[src/rtl/stream_fifo_pkg.sv]
// stream_fifo shared helpers.
// Depth and count-width arithmetic used by the FIFO and its users.
package stream_fifo_pkg;

    function automatic int fifo_depth(input int depth_bits);
        return 1 << depth_bits;
    endfunction

    function automatic int count_width(input int depth_bits);
        return depth_bits + 2;
    endfunction

    function automatic int afull_default(input int depth_bits);
        return (1 << depth_bits) - 2;
    endfunction

endpackage

[src/rtl/stream_out_reg.sv]
// stream_out_reg: one-entry valid/ready output register.
// Refills in the same cycle its current entry is taken.
module stream_out_reg
    import stream_fifo_pkg::*;
#(
    parameter int DATA_WIDTH = 8
) (
    input  logic                  clock,
    input  logic                  reset_n,
    input  logic                  flush,
    input  logic                  in_valid,
    output logic                  in_ready,
    input  logic [DATA_WIDTH-1:0] in_data,
    output logic                  out_valid,
    input  logic                  out_ready,
    output logic [DATA_WIDTH-1:0] out_data
);

    assign in_ready = !out_valid || out_ready;

    always_ff @(posedge clock or negedge reset_n) begin
        if (!reset_n) begin
            out_valid <= 1'b0;
            out_data  <= '0;
        end else if (flush) begin
            out_valid <= 1'b0;
        end else if (in_valid && in_ready) begin
            out_valid <= 1'b1;
            out_data  <= in_data;
        end else if (out_ready) begin
            out_valid <= 1'b0;
        end
    end

endmodule

[src/rtl/stream_fifo.sv]
// stream_fifo: parametrised valid/ready FIFO with optional output
// register, occupancy count, almost flags and synchronous flush.
module stream_fifo
    import stream_fifo_pkg::*;
#(
    parameter int DATA_WIDTH   = 8,
    parameter int DEPTH_BITS   = 4,
    parameter int OUTPUT_REG   = 0,
    parameter int AFULL_LEVEL  = afull_default(DEPTH_BITS),
    parameter int AEMPTY_LEVEL = 1
) (
    input  logic                  clock,
    input  logic                  reset_n,
    input  logic                  flush,
    input  logic                  input_valid,
    output logic                  input_ready,
    input  logic [DATA_WIDTH-1:0] input_data,
    output logic                  output_valid,
    input  logic                  output_ready,
    output logic [DATA_WIDTH-1:0] output_data,
    output logic [DEPTH_BITS+1:0] count,
    output logic                  almost_full,
    output logic                  almost_empty
);

    localparam int DEPTH = fifo_depth(DEPTH_BITS);
    localparam int CW    = count_width(DEPTH_BITS);

    typedef logic [DEPTH_BITS:0] ptr_t;
    typedef logic [CW-1:0]       count_t;

    localparam count_t AFULL_C  = count_t'(AFULL_LEVEL);
    localparam count_t AEMPTY_C = count_t'(AEMPTY_LEVEL);

    logic [DATA_WIDTH-1:0] mem [DEPTH];
    ptr_t                  wr_ptr;
    ptr_t                  rd_ptr;
    logic                  arr_empty;
    logic                  arr_full;
    logic                  push;
    logic                  pop;
    logic                  wr_en;
    logic                  rd_en;
    logic [DATA_WIDTH-1:0] head_data;

    assign arr_empty = wr_ptr == rd_ptr;
    assign arr_full  =
        (wr_ptr[DEPTH_BITS] != rd_ptr[DEPTH_BITS]) &&
        (wr_ptr[DEPTH_BITS-1:0] == rd_ptr[DEPTH_BITS-1:0]);

    assign input_ready = flush || !arr_full;
    assign push        = input_valid && !arr_full && !flush;
    assign pop         = output_valid && output_ready && !flush;
    assign head_data   = mem[rd_ptr[DEPTH_BITS-1:0]];

    generate
        if (OUTPUT_REG != 0) begin : g_reg
            logic                  reg_in_valid;
            logic                  reg_in_ready;
            logic [DATA_WIDTH-1:0] reg_in_data;

            // Empty array: the pushed word goes straight to the register.
            assign reg_in_valid = arr_empty ? push : 1'b1;
            assign reg_in_data  = arr_empty ? input_data : head_data;
            assign wr_en = push && !(arr_empty && reg_in_ready);
            assign rd_en = !arr_empty && reg_in_ready && !flush;

            stream_out_reg #(
                .DATA_WIDTH(DATA_WIDTH)
            ) u_out_reg (
                .clock    (clock),
                .reset_n  (reset_n),
                .flush    (flush),
                .in_valid (reg_in_valid),
                .in_ready (reg_in_ready),
                .in_data  (reg_in_data),
                .out_valid(output_valid),
                .out_ready(output_ready),
                .out_data (output_data)
            );
        end else begin : g_noreg
            assign wr_en        = push;
            assign rd_en        = pop;
            assign output_valid = !arr_empty;
            assign output_data  = head_data;
        end
    endgenerate

    always_ff @(posedge clock) begin
        if (wr_en) begin
            mem[wr_ptr[DEPTH_BITS-1:0]] <= input_data;
        end
    end

    always_ff @(posedge clock or negedge reset_n) begin
        if (!reset_n) begin
            wr_ptr <= '0;
            rd_ptr <= '0;
        end else if (flush) begin
            wr_ptr <= '0;
            rd_ptr <= '0;
        end else begin
            if (wr_en) wr_ptr <= wr_ptr + ptr_t'(1);
            if (rd_en) rd_ptr <= rd_ptr + ptr_t'(1);
        end
    end

    always_ff @(posedge clock or negedge reset_n) begin
        if (!reset_n) begin
            count <= '0;
        end else if (flush) begin
            count <= '0;
        end else begin
            unique case ({push, pop})
                2'b10:   count <= count + count_t'(1);
                2'b01:   count <= count - count_t'(1);
                default: count <= count;
            endcase
        end
    end

    assign almost_full  = count >= AFULL_C;
    assign almost_empty = count <= AEMPTY_C;

endmodule

[config.mk]
export PLATFORM = sky130hd
export DESIGN_NAME = stream_fifo
export DESIGN_NICKNAME = d
export VERILOG_FILES = /design/src/rtl/stream_fifo_pkg.sv /design/src/rtl/stream_out_reg.sv /design/src/rtl/stream_fifo.sv
export SDC_FILE = /design/constraint.sdc
export NUM_CORES = 1
export LEC_CHECK = 0
export ABC_AREA = 1
export BUFFER_PORTS_ARGS = -buffer_cell sky130_fd_sc_hd__buf_4
export CAP_MARGIN = 10
export CORE_MARGIN = 2
export CORE_UTILIZATION = 50
export DETAILED_ROUTE_END_ITERATION = 10
export PLACE_DENSITY = 0.74
export SETUP_SLACK_MARGIN = 0.02
export SYNTH_ARGS = -nofsm -noshare
export SYNTH_HDL_FRONTEND = slang
export SYNTH_SLANG_ARGS = --single-unit
[constraint.sdc]
create_clock -name clock -period 2.1 [get_ports clock]
set_input_delay 0.21 -clock clock [delete_from_list [all_inputs] [get_ports clock]]
set_output_delay 0.21 -clock clock [all_outputs]
set_load 0.03 [all_outputs]
=== Word level (Yosys, flattened, before mapping) ===
Memories as Yosys holds them, arrays and structs flattened.
Cells that the tools add are included.

* Bits in registers: 16
* RAM bits: 128
* Word-level logic and storage cells: 35
* Input port bits: 13
* Memories kept: 1

* Add/subtract/negate cells: 4
* $lt $le $gt $ge: 2
* Reduce and logical (&&, ||, !) cells: 12
* Equal/unequal tests: 5
* Multiplexer cells: 8

{| class="wikitable"
|+ Memory list
! memory !! words !! width !! rd ports !! clocked after Yosys merged registers in !! write ports !! RTL line !! text
|-
| mem || 16 || 8 || 1 || 0 || 1 || stream_fifo.sv:35 || <nowiki>logic [DATA_WIDTH-1:0] mem [DEPTH];</nowiki>
|}

{| class="wikitable"
|+ Operators with widths
! cell !! number
|-
| 2-to-1 mux 5 bit || 4
|-
| one-hot mux 6 bit (2 select lines) || 1
|-
| adder 5 x 1 -> 5 bit (second input constant) || 2
|-
| adder 6 x 1 -> 6 bit (second input constant) || 1
|-
| greater-or-equal comparator 6 x 4 -> 1 bit (second input constant) || 1
|-
| less-or-equal comparator 6 x 1 -> 1 bit (second input constant) || 1
|-
| 2-to-1 mux 6 bit || 1
|-
| subtractor 6 x 1 -> 6 bit (second input constant) || 1
|-
| equality test 5 bit || 1
|-
| logical AND 1 bit || 5
|-
| equality test 4 bit || 1
|-
| nonzero test 2 bit || 2
|-
| zero test 1 bit || 3
|-
| nonzero test 3 bit || 1
|-
| equality test 2 x 1 -> 1 bit (second input constant) || 1
|-
| equality test 2 bit (second input constant) || 1
|-
| 2-to-1 mux 1 bit || 2
|-
| logical OR 1 bit || 1
|-
| inequality test 1 bit || 1
|}

=== Longest topological paths before layout ===
* Word-level depth: 8
* Gate-level depth with buffers: 12
* Gate-level depth less buffers: 12

=== Worst setup path after synthesis ===
OpenSTA, ideal clock, no wires.

* Path kind: register to register
* Start point: register rd_ptr[1]
* End point: memory mem[11][0], enable pin
* Required time: 1.730 ns
* Data arrival time: 1.570 ns
* Buffers on the path: 0
* Period minus slack after synthesis: 1.940 ns
* Setup time: 0.370 ns
* Stages on the path, launching flop included: 12
* Setup slack: 0.160 ns
* Path through: dfrtp_1 > inv_2 > nand2_2 > nand2_1 > nor2_4 > nand3_2 > nand2_2 > inv_2 > nand2_1 > inv_1 > nand2_1 > nor2_1

* Cells in the longest elaborated chain, start to end: 7

{| class="wikitable"
|+ Ends and longest elaborated chain
! element !! RTL line !! text
|-
| from (decl) || stream_fifo.sv:37 || <nowiki>ptr_t rd_ptr;</nowiki>
|-
| from (signal assigned) || stream_fifo.sv:104 || <nowiki>if (rd_en) rd_ptr <= rd_ptr + ptr_t'(1);</nowiki>
|-
| equality test 4 bit || stream_fifo.sv:49 || <nowiki>(wr_ptr[DEPTH_BITS-1:0] == rd_ptr[DEPTH_BITS-1:0]);</nowiki>
|-
| logical AND 1 bit || stream_fifo.sv:48 || <nowiki>(wr_ptr[DEPTH_BITS] != rd_ptr[DEPTH_BITS]) &&</nowiki>
|-
| zero test 1 bit || stream_fifo.sv:52 || <nowiki>assign push = input_valid && !arr_full && !flush;</nowiki>
|-
| logical AND 1 bit (2 in a row) || stream_fifo.sv:52 ||
|-
| 2-to-1 mux 1 bit || stream_fifo.sv:90 || <nowiki>if (wr_en) begin</nowiki>
|-
| 2-to-1 mux 1 bit (not written as such) || stream_fifo.sv:91 || <nowiki>mem[wr_ptr[DEPTH_BITS-1:0]] <= input_data;</nowiki>
|-
| to (decl) || stream_fifo.sv:35 ||
|}

No other way between the ends.

=== Final worst setup path ===
* Start point: register rd_ptr[0]
* End point: output output_data[2]

* Cells in the longest elaborated chain, start to end: 1

{| class="wikitable"
|+ Ends and longest elaborated chain
! element !! RTL line !! text
|-
| memory (16 x 8 bit) || n/a ||
|-
| to (decl) || stream_fifo.sv:20 || <nowiki>output logic [DATA_WIDTH-1:0] output_data,</nowiki>
|}

No other way between the ends.

==> results_dict.tcl <==
set metrics [dict create \
    post-route-drc-count 0 \
    cts_num_sinks 144 \
    switching_share 0.274 \
    synth_edf_count 128 \
    synth.largest_area_cell "edfxtp_1" \
    critPathArrivalTime_ns 2.02 \
    crit_buf_inv 2 \
    combPwrFrac 0.168 \
    worstSetupEndpointType "output pin" \
    cpPeakStageDelay_ns 0.47 \
    ir_drop_mv 1.15 \
    critical_path.top_delay_family "compound AO/OA/AOI/OAI gates" \
    slew_headroom 0.742 \
    gp_congestion 0.888 \
    ys_seq_area_frac 0.686 \
    ys_top_cells_by_area "edfxtp_1 62%, dfrtp_1 6.5%, nor2_1 6.0%" \
    p_int_uw 5500 \
    ys.flop_type "edfxtp_1" \
    syn_area_mm2 0.00619 \
    numPlacedInstances 737 \
    dp_hpwl_um 9650 \
    clockRootBuffer "clkbuf_16" \
    grt_pass1_wl_um 23500 \
    grt_max_degree 49 \
    overflow 0 \
    viasPerCell 5.72 \
    drtIter0Drc 590 \
    io_pins 31 \
    drtPass1Iterations 5 \
    clkTransAtPathRegs_ns 0.06 \
    syn_inst 537 \
    drive_gt1_frac 0.218 \
    status "finished with violations" \
    syn_nets 559 \
    hold_viol 0 \
    die-width_um 115 \
    crit_path_start_kind "flop" \
    die_height_um 115 \
    avgRoutedWirePerCell_um 20.1 \
    pwr-share-seq 0.427 \
    min_period_ns 2.23 \
    violations "setup timing" \
    period_share 1.06 \
    synth_top_area_share 0.621 \
    cts_tree "yes" \
    total_power_uw 7570 \
    yosysWarnings 0 \
    slowest_stage "dfrtp_2" \
    stdcell_count 774 \
    drt_wl_total_um 15600 \
    setup_tns_ns -0.661 \
    setup_violations 8 \
    final_common_cell "edfxtp_1" \
    rsz0062_at_grt "true" \
    htree_levels 4 \
    yosys.cell_types.count 28 \
    async_flop_share 0.111 \
    hold_class "input pin to flop" \
    ys_seq_elements 144 \
    antenna_found_initial 0 \
    area_delta_synth_final_pct 22.2 \
    core_area_mm2 0.0121 \
    p_leak_uw 0.00284 \
    port_buffers 30 \
    clk_latency_ns 0.42 \
    rrSetupSlack_ns 0.09 \
    final_max_slew_viol_count 0 \
    power_frac_clock 0.405 \
    nets 615 \
    cts_made_buffers 17 \
    power.switching_uw 2070 \
    mostFrequentLayoutCells "128 x edfxtp_1, 96 x nor2_1, 71 x nand2_1" \
    grt_use_total 0.245 \
    num_rows 40 \
    cap_viol_max_count 0 \
    dieArea_mm2 0.0133 \
    syn_area_per_cell_um2 11.5 \
    fmax_ghz 0.448 \
    grt_pass1_vias 4298 \
    num_vias 4430 \
    crit_chain "buf_12, o21ai_1, o22ai_2, o211ai_1, nand3_1, buf_4" \
    initial_core_util 0.513 \
    antennaDiodeCount 0 \
    worstSetupPathType "flop to output pin" \
    critPathMaxFanout 48 \
    n_fill_cell 898 \
    cp.required_ns 1.89 \
    antenna_left 0 \
    cts.path.max_buffers 2 \
    fin_worst_skew_ns 0.00807 \
    worst_slew_pin_slew_ns 0.386 \
    final.setup.worst_slack_ns -0.134 \
    pwr_density_cell_mw_per_mm2 1000 \
]
[final timing paths]
check	cells after the start	endpoint	from
min in group asynchronous	2	count[4]	reset_n
max	6	output_data[2]	rd_ptr[0]
min	4	count[3]	flush
min reg2reg	3	rd_ptr[4]	rd_ptr[4]
max reg2reg	13	mem[7][0]	rd_ptr[0]
max in group asynchronous	2	rd_ptr[0]	reset_n
[stage by stage]
stage / worst slack [ns] / util / hold slack (ns) / instance area, µm²
2_1_floorplan: 0.160 / - / -0.0856 / 6190
3_3_place_gp: 0.149 / 0.559 / 0.0861 / 6750
3_5_place_dp: 0.0904 / 0.559 / 0.0879 / 6750
4_1_cts: -0.122 / 0.619 / 0.0749 / 7460
5_1_grt: -0.168 / 0.627 / 0.0909 / 7570
6_report: -0.134 / 0.627 / 0.0904 / 7570
[what timing repair did]
action,in CTS,in global routing
cloned,1,0
endpoints found under the setup margin,8,136
hold endpoints to repair,16,0
setup buffers,0,3
pin swaps,5,9
hold buffers,1,0
gates resized for setup,25,29
[synthesized netlist by cell type (3+ instances only)]
library cell,number
inv_2,4
nand2_2,4
o22ai_1,18
nand2_1,76
ha_1,9
edfxtp_1,128
inv_1,20
nand4_1,3
nand3_1,18
nor3_1,5
xor2_1,6
o221ai_1,14
a21oi_1,4
o21ai_0,74
nor2_1,99
clkbuf_1,24
dfrtp_1,16
[registers in the layout, summed over array words and instances (netlist names)]
| name | cells |
|---|---|
| mem | 128 |
| count | 6 |
| rd_ptr | 5 |
| wr_ptr | 5 |
[cell families after synthesis]
kind of cell,after synthesis,synth area share
compound gates,114,0.108
xor+xnor,8,0.0113
fa+ha+maj,9,0.0182
buf+inv,49,0.0297
flops,144,0.686
simple gates,213,0.148
[final cells by class]
| type | instances | area (µm²) | share of cell area |
|---|---|---|---|
| Multi-Input combinational cell | 344 | 1850 | 0.245 |
| Clock buffer | 17 | 425 | 0.0562 |
| Tap cell | 168 | 210 | 0.0278 |
| Timing Repair Buffer | 62 | 553 | 0.0731 |
| Sequential cell | 144 | 4250 | 0.561 |
| Inverter | 24 | 100 | 0.0132 |
| Clock inverter | 15 | 181 | 0.0240 |
[power by group through the flow]
stage	clock network [µW]	registers [µW]	logic (µW)
final	3070	3230	1270
after global routing	3220	3240	1370
after CTS	3090	3230	1210
after detailed placement	0	3280	1120
after global placement	0	3280	1110
after floorplan	0	3300	703
[worst reg2reg max path: stages (launching register included)]
cell and delay (ns):
dfrtp_2 0.46, clkinv_4 0.11, buf_4 0.14, nand2_1 0.05, nand2_1 0.09, nor2_4 0.15
nand3_2 0.12, nand2_4 0.11, inv_4 0.06, nand2_2 0.07, inv_1 0.06, nand2_2 0.13
nor2_1 0.06, buf_4 0.18
[per-layer routing]
layer,global-route usage,share of wire
met4,0.0964,0.021
met1,0.330,0.40
met5,0,0
met2,0.393,0.49
met3,0.0554,0.087
(Power assumes the default switching activity.)
